File: src/rtl/sequencia_pkg.sv
// Shared definitions for the sequence playback datapath: state codes and data/address widths.
package sequencia_pkg;

    localparam int unsigned LARGURA_DADO = 4;
    localparam int unsigned LARGURA_END  = 4;

    typedef enum logic [1:0] {
        ESPERA    = 2'd0,
        MOSTRA    = 2'd1,
        INTERVALO = 2'd2,
        FIM       = 2'd3
    } estado_t;

endpackage

File: src/rtl/memoria_sequencia.sv
// 16x4 sequence storage: synchronous write, asynchronous read, contents survive reset.
module memoria_sequencia
    import sequencia_pkg::*;
(
    input  logic                    clock,
    input  logic                    we,
    input  logic [LARGURA_END-1:0]  end_escrita,
    input  logic [LARGURA_DADO-1:0] dado,
    input  logic [LARGURA_END-1:0]  end_leitura,
    output logic [LARGURA_DADO-1:0] saida
);

    logic [LARGURA_DADO-1:0] mem_q [2**LARGURA_END];

    always_ff @(posedge clock) begin
        if (we) begin
            mem_q[end_escrita] <= dado;
        end
    end

    assign saida = mem_q[end_leitura];

endmodule

File: src/rtl/gerador_sequencia.sv
// Sequence player: appends values to memory, then shows them on leds for T_ON cycles
// each with T_OFF blank cycles between, and pulses pronto after the last one.
module gerador_sequencia
    import sequencia_pkg::*;
#(
    parameter int unsigned N_MAX = 16,
    parameter int unsigned T_ON  = 4,
    parameter int unsigned T_OFF = 2
) (
    input  logic                    clock,
    input  logic                    reset_n,
    input  logic                    limpa,
    input  logic                    carrega,
    input  logic [LARGURA_DADO-1:0] chaves,
    input  logic                    iniciar,
    output logic [LARGURA_DADO-1:0] leds,
    output logic                    led_valido,
    output logic                    pronto,
    output logic [4:0]              tamanho,
    output logic [2:0]              db_estado,
    output logic [LARGURA_END-1:0]  db_endereco
);

    localparam int unsigned TMax         = (T_ON > T_OFF) ? T_ON : T_OFF;
    localparam int unsigned LarguraTimer = (TMax > 1) ? $clog2(TMax) : 1;
    localparam logic [LarguraTimer-1:0] TimerOnFim  = LarguraTimer'(T_ON - 1);
    localparam logic [LarguraTimer-1:0] TimerOffFim = LarguraTimer'(T_OFF - 1);
    localparam logic [4:0] TamanhoMax = 5'(N_MAX);

    estado_t                 estado_q, estado_d;
    logic [4:0]              tamanho_q, tamanho_d;
    logic [LARGURA_END-1:0]  endereco_q, endereco_d;
    logic [LarguraTimer-1:0] timer_q, timer_d;
    logic                    escreve;
    logic [LARGURA_DADO-1:0] dado_lido;

    memoria_sequencia u_memoria (
        .clock       (clock),
        .we          (escreve),
        .end_escrita (tamanho_q[LARGURA_END-1:0]),
        .dado        (chaves),
        .end_leitura (endereco_q),
        .saida       (dado_lido)
    );

    always_ff @(posedge clock or negedge reset_n) begin
        if (!reset_n) begin
            estado_q   <= ESPERA;
            tamanho_q  <= '0;
            endereco_q <= '0;
            timer_q    <= '0;
        end else begin
            estado_q   <= estado_d;
            tamanho_q  <= tamanho_d;
            endereco_q <= endereco_d;
            timer_q    <= timer_d;
        end
    end

    always_comb begin
        estado_d   = estado_q;
        tamanho_d  = tamanho_q;
        endereco_d = endereco_q;
        timer_d    = timer_q;
        escreve    = 1'b0;
        unique case (estado_q)
            ESPERA: begin
                // limpa beats iniciar beats carrega
                if (limpa) begin
                    tamanho_d = '0;
                end else if (iniciar) begin
                    if (tamanho_q != '0) begin
                        estado_d   = MOSTRA;
                        endereco_d = '0;
                        timer_d    = '0;
                    end else begin
                        estado_d = FIM;
                    end
                end else if (carrega && (tamanho_q < TamanhoMax)) begin
                    escreve   = 1'b1;
                    tamanho_d = tamanho_q + 5'd1;
                end
            end
            MOSTRA: begin
                if (timer_q == TimerOnFim) begin
                    timer_d = '0;
                    if ({1'b0, endereco_q} == (tamanho_q - 5'd1)) begin
                        estado_d = FIM;
                    end else begin
                        estado_d = INTERVALO;
                    end
                end else begin
                    timer_d = timer_q + 1'b1;
                end
            end
            INTERVALO: begin
                if (timer_q == TimerOffFim) begin
                    timer_d    = '0;
                    endereco_d = endereco_q + 1'b1;
                    estado_d   = MOSTRA;
                end else begin
                    timer_d = timer_q + 1'b1;
                end
            end
            FIM: begin
                estado_d = ESPERA;
            end
            default: begin
                estado_d = ESPERA;
            end
        endcase
    end

    assign leds        = (estado_q == MOSTRA) ? dado_lido : '0;
    assign led_valido  = (estado_q == MOSTRA);
    assign pronto      = (estado_q == FIM);
    assign tamanho     = tamanho_q;
    assign db_estado   = {1'b0, estado_q};
    assign db_endereco = endereco_q;

endmodule

File: config.mk
export PLATFORM = sky130hd
export DESIGN_NAME = gerador_sequencia
export DESIGN_NICKNAME = d
export VERILOG_FILES = /design/src/rtl/sequencia_pkg.sv /design/src/rtl/memoria_sequencia.sv /design/src/rtl/gerador_sequencia.sv
export SDC_FILE = /design/constraint.sdc
export NUM_CORES = 1
export LEC_CHECK = 0
export ABC_AREA = 1
export ABC_CLOCK_PERIOD_IN_PS = 3400
export CAP_MARGIN = 20
export CORE_ASPECT_RATIO = 1.4
export CORE_UTILIZATION = 50
export CTS_CLUSTER_SIZE = 28
export DETAILED_ROUTE_END_ITERATION = 10
export GPL_TIMING_DRIVEN = 0
export PLACE_DENSITY = 0.75
export REMOVE_ABC_BUFFERS = 1
export SLEW_MARGIN = 15
export SYNTH_ARGS = -nofsm -noshare
export SYNTH_HDL_FRONTEND = slang
export SYNTH_SLANG_ARGS = --single-unit
export TNS_END_PERCENT = 100
File: constraint.sdc
create_clock -name clock -period 3.4 [get_ports clock]
set_clock_uncertainty 0.2 [all_clocks]
set_input_delay 0.51 -clock clock [delete_from_list [all_inputs] [get_ports clock]]
set_output_delay 0.51 -clock clock [all_outputs]
set_load 0.01 [all_outputs]
==> qor.yml <==
synth:
  ys_ff_latch: 77
  yosysTopAreaCell: "edfxtp_1"
  yosys_warnings: 0
  dominantRegCellSynth: "edfxtp_1"
  yosysSeqAreaShare: 0.594
  netlist_top_cells_count: "nand2_1, edfxtp_1, inv_1, nand3_1, nor2_1"
  synthArstFlopShare: 0.169
  synth_edf_count: 64
  avgSynthCellArea_um2: 9.32
  synth_area_leaders: "edfxtp_1, nand2_1, dfrtp_1"
  synth.most_common_cell: "nand2_1"
  syn_area_um2: 3780
  synth_top_area_share: 0.508
  syn_inst: 406
  synth_cell_types: 26
floorplan:
  start_util: 0.514
  die_w_um: 75.5
  die_h_um: 105
  num_io_pins: 27
  rows: 37
  die-area_um2: 7930
  coreArea_um2: 7360
timing:
  worst_pin_slew_ns: 0.658
  post-route-period-util: 0.933
  max_freq_mhz: 315
  rsz0062_at_grt: "false"
  slew_headroom: 0.560
  slew_viol_final: 0
  hold_viol_final: 0
  setup_viol: 0
  post-route-min-period_ns: 3.17
  tns_ns: 0
  timing.hold.ws_ns: 0.369
clock_network:
  clockRootBuffer: "clkbuf_8"
  cts_tree: "yes"
  clockBufferDepth: 2
  clk_pin_slew_ns: 0.07
  clk-insertion-delay-late_ns: 0.34
  post_cts_resize_count: 2
  cts_hold_buf: 0
  cts_made_buffers: 9
  cts_setup_buffers: 0
  htree_levels: 3
  cts.sinks: 77
grt:
  grt_pass1_vias: 2705
  grtUsageTotal: 0.221
  overflow: 0
  antenna_found_initial: 0
  grt_pass1_wl_um: 12400
  grt_max_degree: 39
finish:
  antennaDiodeCount: 0
  fillers: 619
  layout.cells.non_filler: 529
  syn_to_final_growth_pct: 13.4
  drive_above_1_share: 0.0556
  nets: 449
detailed_routing:
  vias: 2761
  post_drt_wl_per_cell_um: 14.7
  highest_layer: "met4"
  routed_wl_um: 7770
  route.met3.wl_um: 527
  drt_iter0_markers: 139
  route.met2.wl_um: 4030
  via_per_inst: 5.22
  antenna_left: 0
  drc: 0
  met1_length_um: 2940
  drtPass1Iterations: 4
pwr:
  peakVddDrop_mv: 0.459
  p_leak_nw: 1.81
  powerDensity_nw_per_um2: 700
  finalPower_mw: 3.00
min_path:
  min-delay-path-class: "input pin to asynchronous set/reset pin"
place:
  placed_cells: 514
  dp_hpwl_um: 5280
  gp_congestion: 0.843
  place.port_buffers: 25
worst_setup_path:
  path_max_fanout: 38
  worstSetupEndpointType: "output port"
  cp-start-kind: "flip-flop"
  critPathRequiredTime_ns: 2.69
  worstPathArrival_ns: 2.46
  worstSetupPathType: "flip-flop to output port"
outcome:
  status: "completed"
flow_run:
  drv_cap: 0
worst max-delay path, cell delays in order, from the launching register on:
cell and delay (ns):
dfrtp_4 0.67, inv_6 0.28, nand2_1 0.08, nand2_1 0.06
nand2_1 0.06, nand3_1 0.12, nand3_1 0.10, a21oi_1 0.17
clkdlybuf4s50_1 0.55
layer usage:
metal,track usage,up-vias
met5,0,-
met4,0.130,0
met3,0.0347,26
met2,0.379,120
met1,0.250,1261
li1,-,1354
report_power, final:
group          switching, mW  internal (mW)
combinational          0.587          0.383
sequential             0.154           1.08
clock                  0.319          0.485
total                   1.06           1.94
per-stage QoR:
| stage | setup slack [ns] | cell area [um2] | util |
|---|---|---|---|
| 3_3_place_gp | -0.0624 | 4050 | 0.550 |
| 4_1_cts | 0.0136 | 4290 | 0.582 |
| 2_1_floorplan | 0.933 | 3680 | - |
| 6_report | 0.228 | 4290 | 0.583 |
| 3_5_place_dp | -0.0163 | 4050 | 0.550 |
| 5_1_grt | 0.0613 | 4290 | 0.583 |
kinds of logic after synthesis:
group,share of synthesized area
other,0.000991
XOR/XNOR,0.00694
flip-flops,0.594
AND/OR/NAND/NOR,0.241
AO/OA/AOI/OAI,0.0334
buffers and inverters,0.0840
adder cells (fa/ha/maj),0.0397
sequential cells by signal, indices dropped and copies added, names as in the netlist:
name,flops
db_endereco,4
estado_q,2
tamanho,5
timer_q,2
u_memoria.mem_q,64
layout by cell type (no fill, tap or decap), drive strengths merged:
cell type and instances:
clkdlybuf4s50 25, xnor2 1, o22ai 4, nor3 1
edfxtp 64, nand2 134, clkinv 3, ha 12
o21ai 12, o21a 1, nor2 33, clkbuf 9
nand3 49, inv 55, conb 1, a21oi 6
bufinv 3, dfrtp 13, xor2 2, nand4 4
area by class of cell:
cell class,instances,area [um2],share of cell area
Clock inverter,6,111,0.0259
Tap cell,97,121,0.0283
Inverter,55,213,0.0496
Multi-Input combinational cell,260,1220,0.284
Clock buffer,9,124,0.0289
Sequential cell,77,2250,0.525
Timing Repair Buffer,25,250,0.0583
worst paths after layout:
kind	depth (start not counted)	end	from	slack, ns
setup reg to reg	6	u_memoria.mem_q[11][1]	estado_q[0]	0.95
hold reg to reg	2	timer_q[1]	timer_q[1]	0.41
min in group clock	2	timer_q[1]	timer_q[1]	0.41
setup / recovery	8	leds[3]	db_endereco[0]	0.23
max in group asynchronous	1	db_endereco[0]	reset_n	2.15
hold / removal	1	estado_q[1]	reset_n	0.37
Note: power is estimated with default switching activity, not from simulation.
